## src/rtl/display_sched_pkg.sv

```systemverilog
// Shared types and constants for the display scheduler and its helpers.
// Also provides a counter-width helper that never returns a zero width.
package display_sched_pkg;

    typedef enum logic [1:0] {
        IDLE  = 2'd0,
        BLANK = 2'd1,
        SHOW  = 2'd2
    } sched_state_t;

    localparam logic [7:0]  SEG_OFF   = 8'hFF;
    localparam logic [7:0]  AN_OFF    = 8'hFF;
    localparam logic [15:0] LIGHT_OFF = 16'h0;

    function automatic int cnt_w(input int n);
        return (n > 1) ? $clog2(n) : 1;
    endfunction

endpackage

```

## src/rtl/display_scheduler_if.sv

```systemverilog
// Display bus between the producers, the scheduler and the board outputs.
// master = scheduler side, slave = board/producer side.
interface display_scheduler_if #(
    parameter int N_SRC = 3
);
    import display_sched_pkg::*;

    localparam int SW = cnt_w(N_SRC);

    logic [N_SRC-1:0]    src_req;
    logic [16*N_SRC-1:0] src_light;
    logic [8*N_SRC-1:0]  src_seg;
    logic [8*N_SRC-1:0]  src_an;
    logic [15:0]         light;
    logic [7:0]          seg;
    logic [7:0]          an;
    logic [N_SRC-1:0]    grant;
    logic [SW-1:0]       cur_src;

    modport master (
        input  src_req, src_light, src_seg, src_an,
        output light, seg, an, grant, cur_src
    );

    modport slave (
        output src_req, src_light, src_seg, src_an,
        input  light, seg, an, grant, cur_src
    );

endinterface

```

## src/rtl/key_pulse_debounce.sv

```systemverilog
// Raw push-button to single-cycle pulse: 2-FF synchroniser, stable-high counter,
// one pulse per press. A key held across reset must be released before it can fire.
module key_pulse_debounce
    import display_sched_pkg::*;
#(
    parameter int DEB_CYC = 2_000_000
) (
    input  logic clk,
    input  logic rst_n,
    input  logic key_raw,
    output logic key_pulse
);

    localparam int              CW       = cnt_w(DEB_CYC);
    localparam logic [CW-1:0]   CNT_LAST = CW'(DEB_CYC - 1);

    logic          sync1_reg;
    logic          sync2_reg;
    logic          armed_reg;
    logic          pulse_reg;
    logic [CW-1:0] cnt_reg;

    // Synchroniser resets to "pressed" so a held key cannot arm itself after reset.
    always_ff @(posedge clk or negedge rst_n) begin
        if (!rst_n) begin
            sync1_reg <= 1'b1;
            sync2_reg <= 1'b1;
            armed_reg <= 1'b0;
            pulse_reg <= 1'b0;
            cnt_reg   <= '0;
        end else begin
            sync1_reg <= key_raw;
            sync2_reg <= sync1_reg;
            pulse_reg <= 1'b0;
            if (!sync2_reg) begin
                cnt_reg   <= '0;
                armed_reg <= 1'b1;
            end else if (armed_reg) begin
                if (cnt_reg == CNT_LAST) begin
                    pulse_reg <= 1'b1;
                    armed_reg <= 1'b0;
                end else begin
                    cnt_reg <= cnt_reg + 1'b1;
                end
            end
        end
    end

    assign key_pulse = pulse_reg;

endmodule

```

## src/rtl/display_scheduler.sv

```systemverilog
// Shares LEDs and 7-seg display among N_SRC producers: key/auto round-robin,
// alarm preemption, and a blanking gap on every source switch.
module display_scheduler
    import display_sched_pkg::*;
#(
    parameter int N_SRC     = 3,
    parameter int ALARM_SRC = 0,
    parameter int DWELL_CYC = 300_000_000,
    parameter int DEB_CYC   = 2_000_000,
    parameter int BLANK_CYC = 100_000
) (
    input  logic fpga_clk,
    input  logic RST,
    input  logic key_next,
    input  logic auto_en,
    input  logic alarm_req,
    display_scheduler_if.master bus
);

    localparam int SW = cnt_w(N_SRC);
    localparam int DW = cnt_w(DWELL_CYC);
    localparam int BW = cnt_w(BLANK_CYC);

    localparam logic [SW-1:0] ALARM_IDX  = SW'(ALARM_SRC);
    localparam logic [DW-1:0] DWELL_LAST = DW'(DWELL_CYC - 1);
    localparam logic [BW-1:0] BLANK_LAST = BW'(BLANK_CYC - 1);

    logic key_pulse;

    key_pulse_debounce #(
        .DEB_CYC (DEB_CYC)
    ) u_key (
        .clk       (fpga_clk),
        .rst_n     (RST),
        .key_raw   (key_next),
        .key_pulse (key_pulse)
    );

    logic [15:0] light_arr [N_SRC];
    logic [7:0]  seg_arr   [N_SRC];
    logic [7:0]  an_arr    [N_SRC];

    generate
        for (genvar gi = 0; gi < N_SRC; gi++) begin : g_unpack
            assign light_arr[gi] = bus.src_light[16*gi +: 16];
            assign seg_arr[gi]   = bus.src_seg[8*gi +: 8];
            assign an_arr[gi]    = bus.src_an[8*gi +: 8];
        end
    endgenerate

    sched_state_t  state_reg, state_next;
    logic [SW-1:0] cur_reg, cur_next;
    logic [BW-1:0] blank_cnt_reg, blank_cnt_next;
    logic [DW-1:0] dwell_reg, dwell_next;

    logic [15:0]      light_reg;
    logic [7:0]       seg_reg;
    logic [7:0]       an_reg;
    logic [N_SRC-1:0] grant_reg;

    logic [SW-1:0] rr_next;
    logic [SW-1:0] lowest_req;
    logic          any_req;
    logic          alarm_hit;

    // Next requester after cur_reg; scanning from the far end lets the nearest win.
    // A full lap (k = N_SRC) lands on cur_reg itself, covering the sole-requester case.
    always_comb begin : rr_finder
        logic [SW:0] pos;
        rr_next = cur_reg;
        pos     = '0;
        for (int k = N_SRC; k >= 1; k--) begin
            pos = {1'b0, cur_reg} + (SW+1)'(k);
            if (pos >= (SW+1)'(N_SRC)) begin
                pos = pos - (SW+1)'(N_SRC);
            end
            if (bus.src_req[pos[SW-1:0]]) begin
                rr_next = pos[SW-1:0];
            end
        end
    end

    always_comb begin
        lowest_req = '0;
        for (int k = N_SRC - 1; k >= 0; k--) begin
            if (bus.src_req[k]) begin
                lowest_req = SW'(k);
            end
        end
    end

    assign any_req   = |bus.src_req;
    assign alarm_hit = alarm_req & bus.src_req[ALARM_SRC];

    always_comb begin
        state_next     = state_reg;
        cur_next       = cur_reg;
        blank_cnt_next = blank_cnt_reg;
        dwell_next     = dwell_reg;
        case (state_reg)
            IDLE: begin
                blank_cnt_next = '0;
                dwell_next     = '0;
                if (any_req) begin
                    cur_next   = alarm_hit ? ALARM_IDX : lowest_req;
                    state_next = BLANK;
                end
            end
            BLANK: begin
                // cur_reg already holds the target; it may have dropped meanwhile.
                if (blank_cnt_reg == BLANK_LAST) begin
                    blank_cnt_next = '0;
                    dwell_next     = '0;
                    if (bus.src_req[cur_reg]) begin
                        state_next = SHOW;
                    end else if (any_req) begin
                        cur_next   = rr_next;
                        state_next = SHOW;
                    end else begin
                        state_next = IDLE;
                    end
                end else begin
                    blank_cnt_next = blank_cnt_reg + 1'b1;
                end
            end
            SHOW: begin
                if (alarm_hit && (cur_reg != ALARM_IDX)) begin
                    cur_next   = ALARM_IDX;
                    state_next = BLANK;
                    dwell_next = '0;
                end else if (!bus.src_req[cur_reg]) begin
                    dwell_next = '0;
                    if (any_req) begin
                        cur_next   = rr_next;
                        state_next = BLANK;
                    end else begin
                        state_next = IDLE;
                    end
                end else if (alarm_req && (cur_reg == ALARM_IDX)) begin
                    dwell_next = '0;
                end else if (key_pulse || (auto_en && (dwell_reg == DWELL_LAST))) begin
                    dwell_next = '0;
                    if (rr_next != cur_reg) begin
                        cur_next   = rr_next;
                        state_next = BLANK;
                    end
                end else begin
                    dwell_next = auto_en ? dwell_reg + 1'b1 : '0;
                end
            end
            default: begin
                state_next = IDLE;
            end
        endcase
    end

    // Outputs are registered from the next state so grant and data change together.
    always_ff @(posedge fpga_clk or negedge RST) begin
        if (!RST) begin
            state_reg     <= IDLE;
            cur_reg       <= '0;
            blank_cnt_reg <= '0;
            dwell_reg     <= '0;
            light_reg     <= LIGHT_OFF;
            seg_reg       <= SEG_OFF;
            an_reg        <= AN_OFF;
            grant_reg     <= '0;
        end else begin
            state_reg     <= state_next;
            cur_reg       <= cur_next;
            blank_cnt_reg <= blank_cnt_next;
            dwell_reg     <= dwell_next;
            if (state_next == SHOW) begin
                light_reg <= light_arr[cur_next];
                seg_reg   <= seg_arr[cur_next];
                an_reg    <= an_arr[cur_next];
                grant_reg <= {{(N_SRC-1){1'b0}}, 1'b1} << cur_next;
            end else begin
                light_reg <= LIGHT_OFF;
                seg_reg   <= SEG_OFF;
                an_reg    <= AN_OFF;
                grant_reg <= '0;
            end
        end
    end

    assign bus.light   = light_reg;
    assign bus.seg     = seg_reg;
    assign bus.an      = an_reg;
    assign bus.grant   = grant_reg;
    assign bus.cur_src = cur_reg;

endmodule

```

## src/flat_wrapper.sv

```systemverilog
// flat-port wrapper written by rule: the top's interface ports become plain ports
module display_scheduler_flat import display_sched_pkg::*;
#(
    parameter int N_SRC     = 3,
    parameter int ALARM_SRC = 0,
    parameter int DWELL_CYC = 300_000_000,
    parameter int DEB_CYC   = 2_000_000,
    parameter int BLANK_CYC = 100_000
)
  (fpga_clk, RST, key_next, auto_en, alarm_req, bus_src_req, bus_src_light, bus_src_seg, bus_src_an, bus_light, bus_seg, bus_an, bus_grant, bus_cur_src);
  display_scheduler_if #(.N_SRC(N_SRC)) bus_i ();
  input  logic fpga_clk;
  input  logic RST;
  input  logic key_next;
  input  logic auto_en;
  input  logic alarm_req;
  input wire logic [$bits(bus_i.src_req)-1:0] bus_src_req;
  input wire logic [$bits(bus_i.src_light)-1:0] bus_src_light;
  input wire logic [$bits(bus_i.src_seg)-1:0] bus_src_seg;
  input wire logic [$bits(bus_i.src_an)-1:0] bus_src_an;
  output wire logic [$bits(bus_i.light)-1:0] bus_light;
  output wire logic [$bits(bus_i.seg)-1:0] bus_seg;
  output wire logic [$bits(bus_i.an)-1:0] bus_an;
  output wire logic [$bits(bus_i.grant)-1:0] bus_grant;
  output wire logic [$bits(bus_i.cur_src)-1:0] bus_cur_src;
  assign bus_i.src_req = bus_src_req;
  assign bus_i.src_light = bus_src_light;
  assign bus_i.src_seg = bus_src_seg;
  assign bus_i.src_an = bus_src_an;
  assign bus_light = bus_i.light;
  assign bus_seg = bus_i.seg;
  assign bus_an = bus_i.an;
  assign bus_grant = bus_i.grant;
  assign bus_cur_src = bus_i.cur_src;
  display_scheduler #(.N_SRC(N_SRC), .ALARM_SRC(ALARM_SRC), .DWELL_CYC(DWELL_CYC), .DEB_CYC(DEB_CYC), .BLANK_CYC(BLANK_CYC)) u_core (.fpga_clk(fpga_clk), .RST(RST), .key_next(key_next), .auto_en(auto_en), .alarm_req(alarm_req), .bus(bus_i));
endmodule
```

## config.mk

```make
export PLATFORM = sky130hd
export DESIGN_NAME = display_scheduler_flat
export DESIGN_NICKNAME = d
export VERILOG_FILES = /design/src/rtl/display_sched_pkg.sv /design/src/rtl/display_scheduler_if.sv /design/src/rtl/key_pulse_debounce.sv /design/src/rtl/display_scheduler.sv /design/src/flat_wrapper.sv
export SDC_FILE = /design/constraint.sdc
export NUM_CORES = 1
export LEC_CHECK = 0
export CAP_MARGIN = 20
export CORE_MARGIN = 8
export CORE_UTILIZATION = 35
export CTS_CLUSTER_SIZE = 28
export DETAILED_ROUTE_END_ITERATION = 10
export DONT_BUFFER_PORTS = 1
export MAX_ROUTING_LAYER = met4
export SYNTH_ARGS = -nofsm -noshare
export SYNTH_HDL_FRONTEND = slang
export SYNTH_SLANG_ARGS = --single-unit
```

## constraint.sdc

```tcl
create_clock -name fpga_clk -period 2.9 [get_ports fpga_clk]
set_input_delay 0.87 -clock fpga_clk [delete_from_list [all_inputs] [get_ports fpga_clk]]
set_output_delay 0.87 -clock fpga_clk [all_outputs]
set_load 0.005 [all_outputs]
```

==> flow_summary.json <==
{
  "num_vias": 4853,
  "p_leak_nw": 2.93,
  "nNetsFinal": 781,
  "max_cap_viol_count": 0,
  "fmax_mhz": 350,
  "grt_pass1_wl_um": 24000,
  "dp_hpwl_um": 10500,
  "die_area_um2": 22000,
  "rows": 48,
  "synth_edf_count": 0,
  "avgRoutedWirePerCell_um": 16.6,
  "power.density_nw_per_um2": 417,
  "maxSlewViolCount": 0,
  "antenna_cells": 0,
  "netlist_area_um2": 6130,
  "min_period_ps": 2860,
  "synth.avg_cell_area_um2": 9.31,
  "top_usage_layer": "met2",
  "yosysTopAreaCellShare_pct": 37.6,
  "syn2layout_area_growth_pct": 13.3,
  "stdcell_area_um2": 6950,
  "crit_type": "flop to flop",
  "worst_hold_slack_ps": 200,
  "dpl_cell_area_um2": 6510,
  "cts_tree": "built",
  "tns_ps": 0,
  "drc": 0,
  "relSlewSlack_pct": 50.4,
  "tightestPinTransition_ps": 740,
  "status": "complete, no violations",
  "synthTopCellsByArea": "dfrtp_1 38%, dfstp_2 7.7%, mux2i_1 5.6%",
  "ys_seq_area_share_pct": 45.3,
  "via_per_inst": 5.39,
  "fill_cells": 1651,
  "met2_usage_pct": 22.3,
  "r2r-end": "u_core.bus.seg[3]",
  "ioPinCount": 141,
  "drt-initial-drc-count": 288,
  "ff2ff_path_depth": 11,
  "yosysMostFrequentCell": "dfrtp_1",
  "cp-start-kind": "flop",
  "use_met3_pct": 4.07,
  "ant_nets": 0,
  "wl_um": 15000,
  "clock_skew_ps": 10.4,
  "hp-class": "input pin to asynchronous set/reset pin",
  "async_flop_share_pct": 100,
  "synthesis.nets": 768,
  "post-route-util_pct": 40.3,
  "root_buffer": "clkbuf_16",
  "largest_reg_flops": 29,
  "power_w": 0.00289,
  "antenna_found_initial": 0,
  "path_clk_slew_ps": 80,
  "r2r_slack_ps": 40,
  "netlist_instances": 658,
  "synth_cell_types": 63,
  "hold_viol_final": 0,
  "crit-reg2reg-launch": "u_core.dwell_reg[20]",
  "die_x_um": 148,
  "grt_overflow_total": 0,
  "cts-htree-levels": 3,
  "ys_ff_latch": 110,
  "grt_usage_pct": 13.6,
  "dr.pass1.iters": 4,
  "numClockSinks": 110,
  "yosys.area.top_type": "dfrtp_1",
  "cts_made_buffers": 9,
  "worstPathRequired_ps": 3180,
  "crit_arrival_ps": 3140,
  "cts.path.max_buffers": 2,
  "ys_warn_count": 0,
  "die_y_um": 148,
  "insertion_delay_ps": 350,
  "worst_setup_path_end_kind": "flop",
  "hold_buffers": 0,
  "grt_pass1_vias": 4771,
  "start_util_pct": 35.6,
  "synth_flop_cell": "dfrtp_1",
  "worstPathMaxFanout": 17,
  "place_congestion": 0.838,
  "drive_gt1_share_pct": 13.9,
  "gr-usage-met1_pct": 15.8,
  "period_share_pct": 98.7,
  "coreArea_um2": 17200,
  "setup_viol": 0,
  "ir_drop_uv": 303,
  "synthTopCellsByCount": "92 x dfrtp_1, 71 x nor2_1, 63 x o21ai_0",
  "port_buffers": 0,
  "grt_max_degree": 111
}
==> layer usage <==
metal | share of wire (%) | wire, um | up-vias
li1 | - | - | 2370
met1 | 43 | 6390 | 2346
met2 | 50 | 7440 | 126
met3 | 6.7 | 1000 | 11
met4 | 1.0 | 153 | 0
met5 | 0 | 0 | -
==> power by group <==
part / switching (W) / internal, W / leakage [nW] / total [W]
Sequential: 0.00000461 / 0.00154 / 1.40 / 0.00155
Clock: 0.000588 / 0.000601 / 0.140 / 0.00119
Combinational: 0.0000793 / 0.0000797 / 1.38 / 0.000159
Total: 0.000672 / 0.00222 / 2.93 / 0.00289
==> final cells by class <==
class	instances	area (um^2)	area share [%]
Tap cell	225	282	4.05
Clock inverter	6	55.1	0.793
Multi-Input combinational cell	503	3200	46.1
Sequential cell	110	2780	40.0
Clock buffer	10	229	3.30
Timing Repair Buffer	38	365	5.26
Inverter	9	33.8	0.486
==> what timing repair did <==
item / 4_1_cts / 5_1_grt
endpoints found under the setup margin: 0 / 26
setup buffers: 0 / 7
gates resized for setup: 0 / 14
==> worst max path at each step <==
| stage | start | endpoint | slack [ps] | depth (start not counted) |
|---|---|---|---|---|
| detailed placement | auto_en | u_core.bus.an[7] | -210 | 10 |
| finish | u_core.dwell_reg[20] | u_core.bus.seg[3] | 40 | 11 |
| CTS | u_core.dwell_reg[10] | u_core.bus.an[7] | 50 | 10 |
| global route | u_core.dwell_reg[17] | u_core.bus.seg[3] | -50 | 11 |
| global placement | auto_en | u_core.bus.an[4] | -130 | 10 |
| floorplan | bus_src_req[2] | u_core.bus.an[6] | 7 | 10 |
==> cells in the final DEF (no fill, tap or decap), types with 11 or more instances in the layout <==
cell type and instances:
a211o_1 16, nand2_1 50, or2_1 15, nor2_1 71
nand4_1 12, xnor2_1 13, and3_1 22, buf_4 32
nand3_1 50, a21oi_1 30, dfrtp_1 91, mux2i_1 34
dfstp_2 18, o21ai_0 62, nor3_1 11, xor2_1 19
==> stage by stage <==
stage | setup WS, ps | instances
6_report | 38.9 | 901
5_1_grt | -48.0 | 901
4_1_cts | 49.5 | 893
3_5_place_dp | -213 | 877
3_3_place_gp | -133 | 877
2_1_floorplan | 7.08 | 658
==> worst max-delay path, stage by stage, from the launching register on <==
cell and delay [ps]:
dfrtp_1 410, and4bb_1 300, nand4_1 180, buf_4 190
o31a_1 340, o31ai_4 320, a221oi_4 100, buf_4 150
clkbuf_16 160, and2_1 180, buf_12 150, a211o_1 290
==> kinds of logic after synthesis <==
| logic type | after synthesis | share of synthesized area (%) |
|---|---|---|
| simple gates | 276 | 23.4 |
| buf+inv | 45 | 3.70 |
| mux | 35 | 5.74 |
| fa+ha+maj | 6 | 1.22 |
| xor+xnor | 32 | 4.57 |
| compound gates | 154 | 16.1 |
| flops | 110 | 45.3 |
Power figures use the tool's default switching activity.
